<file path="src/rtl/rom_arb_pkg.sv">
// Shared types and constants for the ROM read arbiter.
package rom_arb_pkg;

  typedef enum logic [1:0] {
    StIdle   = 2'd0,
    StLookup = 2'd1,
    StResp   = 2'd2
  } state_e;

  localparam int unsigned DefAddrW = 3;
  localparam int unsigned DefDataW = 16;

  // Width of a requester index; never below one bit so single-bit selects stay legal.
  function automatic int unsigned id_width(input int unsigned num_req);
    return (num_req > 1) ? $clog2(num_req) : 1;
  endfunction

endpackage

</file>
<file path="src/rtl/rr_arbiter.sv">
// Stateless round-robin search: first set request at or after ptr, wrapping around.
module rr_arbiter #(
  parameter int unsigned NUM_REQ = 2,
  parameter int unsigned ID_W    = 1
) (
  input  logic [NUM_REQ-1:0] req,
  input  logic [ID_W-1:0]    ptr,
  output logic [NUM_REQ-1:0] gnt,
  output logic [ID_W-1:0]    idx,
  output logic               any
);

  // Walk the requests starting at ptr and take the first one found.
  always_comb begin
    int unsigned j;
    gnt = '0;
    idx = '0;
    any = 1'b0;
    j   = 0;
    for (int unsigned k = 0; k < NUM_REQ; k++) begin
      j = 32'(ptr) + k;
      if (j >= NUM_REQ) j = j - NUM_REQ;
      if (!any && req[j[ID_W-1:0]]) begin
        any                 = 1'b1;
        idx                 = j[ID_W-1:0];
        gnt[j[ID_W-1:0]]    = 1'b1;
      end
    end
  end

endmodule

</file>
<file path="src/rtl/rom_read_arbiter.sv">
// Round-robin shared-ROM read sequencer: grant, look up, hold response until accepted.
module rom_read_arbiter
  import rom_arb_pkg::*;
#(
  parameter int unsigned NUM_REQ = 2,
  parameter int unsigned ADDR_W  = DefAddrW,
  parameter int unsigned DATA_W  = DefDataW
) (
  input  logic                      clk,
  input  logic                      rst_n,
  input  logic [NUM_REQ-1:0]        req_valid,
  input  logic [NUM_REQ*ADDR_W-1:0] req_addr,
  output logic [NUM_REQ-1:0]        req_ready,
  output logic [NUM_REQ-1:0]        rsp_valid,
  input  logic [NUM_REQ-1:0]        rsp_ready,
  output logic [DATA_W-1:0]         rsp_data,
  output logic [ADDR_W-1:0]         rom_addr,
  input  logic [DATA_W-1:0]         rom_data
);

  localparam int unsigned ID_W = id_width(NUM_REQ);

  state_e              state_q, state_d;
  logic [ID_W-1:0]     rr_ptr_q, rr_ptr_d;
  logic [ID_W-1:0]     id_q, id_d;
  logic [ADDR_W-1:0]   addr_q, addr_d;
  logic [DATA_W-1:0]   rsp_data_q, rsp_data_d;

  logic [NUM_REQ-1:0]  gnt;
  logic [ID_W-1:0]     gnt_idx;
  logic                gnt_any;
  logic [ADDR_W-1:0]   gnt_addr;
  logic                owner_ready;

  rr_arbiter #(
    .NUM_REQ (NUM_REQ),
    .ID_W    (ID_W)
  ) u_rr_arbiter (
    .req (req_valid),
    .ptr (rr_ptr_q),
    .gnt (gnt),
    .idx (gnt_idx),
    .any (gnt_any)
  );

  // Mux the winner's address and the owner's accept bit with constant-index loops.
  always_comb begin
    gnt_addr    = '0;
    owner_ready = 1'b0;
    for (int unsigned i = 0; i < NUM_REQ; i++) begin
      if (gnt_idx == ID_W'(i)) gnt_addr = req_addr[i*ADDR_W +: ADDR_W];
      if (id_q == ID_W'(i))    owner_ready = rsp_ready[i];
    end
  end

  // Next-state logic and output decode.
  always_comb begin
    state_d    = state_q;
    rr_ptr_d   = rr_ptr_q;
    id_d       = id_q;
    addr_d     = addr_q;
    rsp_data_d = rsp_data_q;
    req_ready  = '0;
    rsp_valid  = '0;
    unique case (state_q)
      StIdle: begin
        // Gated by rst_n so grants stay low while reset is held.
        req_ready = rst_n ? gnt : '0;
        if (gnt_any) begin
          addr_d   = gnt_addr;
          id_d     = gnt_idx;
          rr_ptr_d = (gnt_idx == ID_W'(NUM_REQ - 1)) ? '0 : gnt_idx + ID_W'(1);
          state_d  = StLookup;
        end
      end
      StLookup: begin
        rsp_data_d = rom_data;
        state_d    = StResp;
      end
      StResp: begin
        for (int unsigned i = 0; i < NUM_REQ; i++) begin
          rsp_valid[i] = (id_q == ID_W'(i));
        end
        if (owner_ready) state_d = StIdle;
      end
      default: state_d = StIdle;
    endcase
  end

  // State and datapath registers.
  always_ff @(posedge clk or negedge rst_n) begin
    if (!rst_n) begin
      state_q    <= StIdle;
      rr_ptr_q   <= '0;
      id_q       <= '0;
      addr_q     <= '0;
      rsp_data_q <= '0;
    end else begin
      state_q    <= state_d;
      rr_ptr_q   <= rr_ptr_d;
      id_q       <= id_d;
      addr_q     <= addr_d;
      rsp_data_q <= rsp_data_d;
    end
  end

  assign rom_addr = addr_q;
  assign rsp_data = rsp_data_q;

endmodule

</file>
<file path="config.mk">
export PLATFORM = sky130hd
export DESIGN_NAME = rom_read_arbiter
export DESIGN_NICKNAME = d
export VERILOG_FILES = /design/src/rtl/rom_arb_pkg.sv /design/src/rtl/rr_arbiter.sv /design/src/rtl/rom_read_arbiter.sv
export SDC_FILE = /design/constraint.sdc
export NUM_CORES = 1
export LEC_CHECK = 0
export CAP_MARGIN = 20
export CORE_UTILIZATION = 24
export CTS_BUF_LIST = sky130_fd_sc_hd__clkbuf_8
export CTS_CLUSTER_DIAMETER = 30
export DETAILED_ROUTE_END_ITERATION = 8
export PLACE_DENSITY = 0.58
export SYNTH_ARGS = -nofsm -noshare
export SYNTH_HDL_FRONTEND = slang
export SYNTH_SLANG_ARGS = --single-unit
</file>
<file path="constraint.sdc">
create_clock -name clk -period 1.25 [get_ports clk]
set_input_delay 0.25 -clock clk [delete_from_list [all_inputs] [get_ports clk]]
set_output_delay 0.25 -clock clk [all_outputs]
set_load 0.02 [all_outputs]
</file>
Yosys cells after proc, flatten, opt, wreduce, memory -nomap -nowiden
Index checks and enable logic that the tools add are counted.
{"block": "word_totals", "ff_bits": 23}
{"block": "classes", "n_mux": 25, "order_cmp": 6, "n_eq_ne": 4, "n_bitwise": 2, "n_reduce_logical": 7, "n_addsub": 4}
{"op": "two-way mux 1 bit", "count": 14}
{"op": "two-way mux 2 bit", "count": 7}
{"op": "one-hot mux 2 bit (3 select lines)", "count": 1}
{"op": "less-than comparator 1 x 2 -> 1 bit (second input constant)", "count": 2}
{"op": "inequality test 2 bit (second input constant)", "count": 2}
{"op": "AND reduction 2 bit", "count": 2}
{"op": "logical AND 1 bit", "count": 3}
{"op": "two-way mux 3 bit", "count": 1}
{"op": "adder 1 x 1 -> 2 bit (second input constant)", "count": 1}
{"op": "demux 1 bit (select 1 bit)", "count": 2}
{"op": "equality test 2 x 1 -> 1 bit (second input constant)", "count": 1}
{"op": "equality test 2 bit (second input constant)", "count": 1}
{"op": "greater-or-equal comparator 1 bit (second input constant)", "count": 2}
{"op": "greater-or-equal comparator 1 x 2 -> 1 bit (second input constant)", "count": 1}
{"op": "greater-or-equal comparator 2 bit (second input constant)", "count": 1}
{"op": "zero test 2 bit", "count": 1}
{"op": "OR 2 bit", "count": 1}
{"op": "subtractor 1 bit (second input constant)", "count": 2}
{"op": "adder 1 bit (second input constant)", "count": 1}
{"op": "zero test 1 bit", "count": 1}
{"op": "inverter 1 bit", "count": 1}

Depth between registers and ports, before layout
{"block": "depth", "depth_word": 11, "ltp_mapped": 4, "depth_no_buf": 3}

Modules after synthesis
Synthesis repeated with hierarchy kept, for this count alone.
{"block": "unflattened", "cells_unflattened": 66, "area_unflattened_um2": 1022.2}
{"mod": "rom_read_arbiter", "area_each_um2": 989.7, "seq_area_each_um2": 575.6, "instances": 1, "cells_per_inst": 61}
{"mod": "rr_arbiter", "area_each_um2": 32.5, "seq_area_each_um2": 0.0, "instances": 1, "cells_per_inst": 5}

Least setup slack after synthesis
Ideal clock, no wire load.
{"block": "synth_path", "path_type": "flip-flop to output port", "from": "register state_q[0]", "to": "output port req_ready[0]", "setup_slack_ns": 0.037, "required_ns": 1.000, "path_stages_with_launch": 4, "t_arrival_ns": 0.963, "path_buffers": 0, "cell_sequence": "dfrtp_1 nor2_1 nand3_1 nor2_1"}
{"block": "synth_between", "elab_chain_cells": 2}
{"item": "start, declared", "line": "rom_read_arbiter.sv:23", "rtl": "state_e state_q, state_d;"}
{"item": "start signal, assigned", "line": "rom_read_arbiter.sv:93", "rtl": "state_q <= StIdle;"}
{"item": "start signal, assigned", "line": "rom_read_arbiter.sv:99", "rtl": "state_q <= state_d;"}
{"item": "zero test 2 bit", "line": "rom_read_arbiter.sv:65", "rtl": "unique case (state_q)"}
{"item": "two-way mux 2 bit", "line": "rom_read_arbiter.sv:65"}
{"item": "end, declared", "line": "rom_read_arbiter.sv:13", "rtl": "output logic [NUM_REQ-1:0] req_ready,"}
No other way between the ends.

Worst setup path after layout
{"block": "layout_path", "from": "register state_q[1]", "to": "output port rsp_valid[0]"}
{"block": "layout_between", "elab_chain_cells": 2}
{"item": "equality test 2 bit", "line": "rom_read_arbiter.sv:65"}
{"item": "two-way mux 2 bit", "line": "rom_read_arbiter.sv:65"}
{"item": "end, declared", "line": "rom_read_arbiter.sv:14", "rtl": "output logic [NUM_REQ-1:0] rsp_valid,"}
No other way between the ends.

==> results.tsv <==
stage	metric	value	unit
timing	setup_slack	-190	ps
grt	grt_pass1_wl	3810	microns
route	ant_nets	0	
route	routed_wl	2370	microns
worst_setup_path	end_kind	output pin	
synthesis	syn_inst	74	
cells_and_area	fin_area	1690	sq um
clocking	insertion_delay	260	ps
floorplan	die_y	66.2	microns
synthesis	yosys.area.top_type	dfrtp_1	
synthesis	ys_types	14	
timing	relSlewSlack	0.697	
power	power.density	2440	nW/um^2
power	p_sw	1.51	mW
route	drt-initial-drc-count	13	
worst_setup_path	reg2reg_depth	4	
route	detail_route.vias_per_cell	4.38	
worst_setup_path	crit_fanout	3	
floorplan	placementRows	22	
clocking	max-clock-path-buffers	2	
synthesis	ys_seq_elements	23	
synthesis	synth_edf_count	0	
floorplan	floorplan.initialDensity	0.260	
cells_and_area	syn2layout_area_growth	70.6	%
placement	placed_area	1590	sq um
synthesis	syn-cell-area	988	sq um
flow_run	maxCapViolCount	0	
clocking	clkTransAtPathRegs	80	ps
timing	fin_skew	3.01	ps
timing	setup_viol_count_final	17	
timing	setup_tns	-957	ps
synthesis	ys_warn_count	0	
timing	slew_violations	0	
clocking	htree_levels	1	
route	dr.pass1.iters	2	
timing	post-route-min-period	1440	ps
synthesis	avgSynthCellArea	13.4	sq um
synthesis	synth_area_leaders	dfrtp_1 58%, mux2_4 14%, mux2_2 9.1%	
worst_setup_path	start_kind	flip-flop	
synthesis	synth_ff_type	dfrtp_1	
timing	rsz0062_at_grt	true	
grt	grt_max_degree	24	
grt	grt_pass1_vias	846	
cells_and_area	n_antenna_cell	0	
grt	grt-ovfl-total	0	
timing	fin_crit_sh	1.15	
power	seq_power_share	0.326	
worst_setup_path	cp.arrival	1190	ps
route	drc	0	
clocking	postCtsSetupBuffers	0	
floorplan	ioPinCount	51	
synthesis	ys_async_sr_fraction	1.00	
hold_path	hold_class	input pin to async pin	
placement	place.gp.congestion	0.770	
timing	hold_violations	0	
clocking	tritoncts	built	
clocking	hold_buffers	0	
placement	place_ws	-650	ps
floorplan	coreArea	3800	sq um
worst_setup_path	path_class	flip-flop to output pin	
timing	max_freq	694	MHz
placement	io_buffers	50	
power	power.internal	2.60	mW
cells_and_area	num-fill-cells	371	
placement	hpwlAfterDp	1800	microns
synthesis	synth_top_area_share	0.582	
grt	antenna_found_initial	0	
clocking	clock_sinks	23	
clocking	cts_made_buffers	3	
outcome	failed_checks	negative setup slack	
power	power.leakage	0.798	nW
floorplan	fp.dieW	66.2	microns
synthesis	ys_seq_area_frac	0.582	
power	power_frac_clock	0.108	
route	vias	805	
grt	grt_usage	0.115	
synthesis	synth_nets	102	
synthesis	synth_commonest_cells	23 x dfrtp_1, 9 x mux2_4, 8 x inv_1, 8 x mux2_2, 7 x nor2_1	
synthesis	synth.most_common_cell	dfrtp_1	
route	wl_per_cell	12.9	microns
cells_and_area	drive_gt1_frac	0.331	
cells_and_area	final_nets	165	
timing	worst_slew_pin_slew	453	ps
clocking	clock-root-buffer	clkbuf_8	
floorplan	dieArea	4380	sq um
worst_setup_path	worstPathRequired	1000	ps
outcome	status	finished, violations left	
power	ir_drop	1250	uV
power	p_comb_frac	0.566	
power	p_sw_frac	0.368	
[cell families (layout without fill, tap and decap cells)]
family,after synthesis,in the layout,synth area share
AO/OA/AOI/OAI,9,9,0.0570
buffers and inverters,10,72,0.0620
flip-flops,23,23,0.582
AND/OR/NAND/NOR,15,15,0.0709
multiplexers,17,17,0.228
[path summary, 6_finish.rpt]
| check | startpoint | slack (ps) | endpoint |
|---|---|---|---|
| setup reg to reg | state_q[1] | -40 | rsp_data[8] |
| max in group asynchronous | rst_n | 630 | rsp_data[12] |
| hold reg to reg | rom_addr[0] | 500 | rom_addr[0] |
| hold / removal | rst_n | 390 | rsp_data[5] |
| setup / recovery | state_q[1] | -190 | rsp_valid[0] |
| min in group clk | req_valid[0] | 450 | rr_ptr_q |
[final cells by class]
type | count | area (sq um) | share of cell area
clock buffers | 3 | 41.3 | 0.0245
clock inverters | 1 | 3.75 | 0.00223
inverters | 8 | 30.0 | 0.0178
multi-input cells | 41 | 404 | 0.240
flip-flops and latches | 23 | 576 | 0.341
well taps | 48 | 60.1 | 0.0356
repair buffers | 60 | 572 | 0.339
[registers in the layout, summed over array words and instances, names as in the netlist]
name and flops:
rr_ptr_q 1, rom_addr 3, state_q 2, rsp_data 16, id_q 1
[layout by cell type (no fill, tap or decap), types with 2 or more instances in the layout]
master	instances
nor2_2	2
mux2_4	9
dlygate4sd2_1	12
nand2_1	2
buf_4	10
dfrtp_1	23
clkbuf_8	3
buf_6	3
o21ai_0	2
clkdlybuf4s15_1	7
nand3_2	2
o21ai_2	2
o221ai_2	2
clkdlybuf4s50_1	26
mux2_2	8
inv_1	9
o21ai_1	2
nor2_1	4
[layer usage]
layer  share of wire  wire length (microns)  vias up  track usage
met4           0.039                     92        0       0.0585
met5               0                      0        -            0
li1                -                      -      376            -
met2            0.54                   1280       31        0.207
met3           0.048                    114        8       0.0241
met1            0.37                    878      390        0.126
[timing repair]
item	4_1_cts	5_1_grt
pin swaps	3	4
hold endpoints to repair	0	0
resized for setup	46	22
setup endpoints to repair	42	27
[through the flow]
step / hold WS [ps] / cells / util / power [mW]
after floorplan: -45.6 / 74 / - / 2.66
after global placement: 488 / 180 / 0.419 / 3.66
after detailed placement: 496 / 180 / 0.419 / 3.70
after CTS: 380 / 184 / 0.428 / 4.02
after global routing: 425 / 184 / 0.444 / 4.37
final: 389 / 184 / 0.444 / 4.11
[power groups by stage]
stage	combinational, mW	sequential [mW]	clock, mW
after floorplan	0.947	1.71	0
after global placement	2.34	1.32	0
after detailed placement	2.36	1.34	0
after CTS	2.21	1.33	0.476
after global routing	2.49	1.38	0.496
final	2.33	1.34	0.443
[worst max-delay path, cell delays in order (launching register included)]
cell	delay (ps)
dfrtp_1	410
or2b_1	280
nor2_1	100
buf_4	140
No activity file was read; power rests on OpenSTA's default activity.
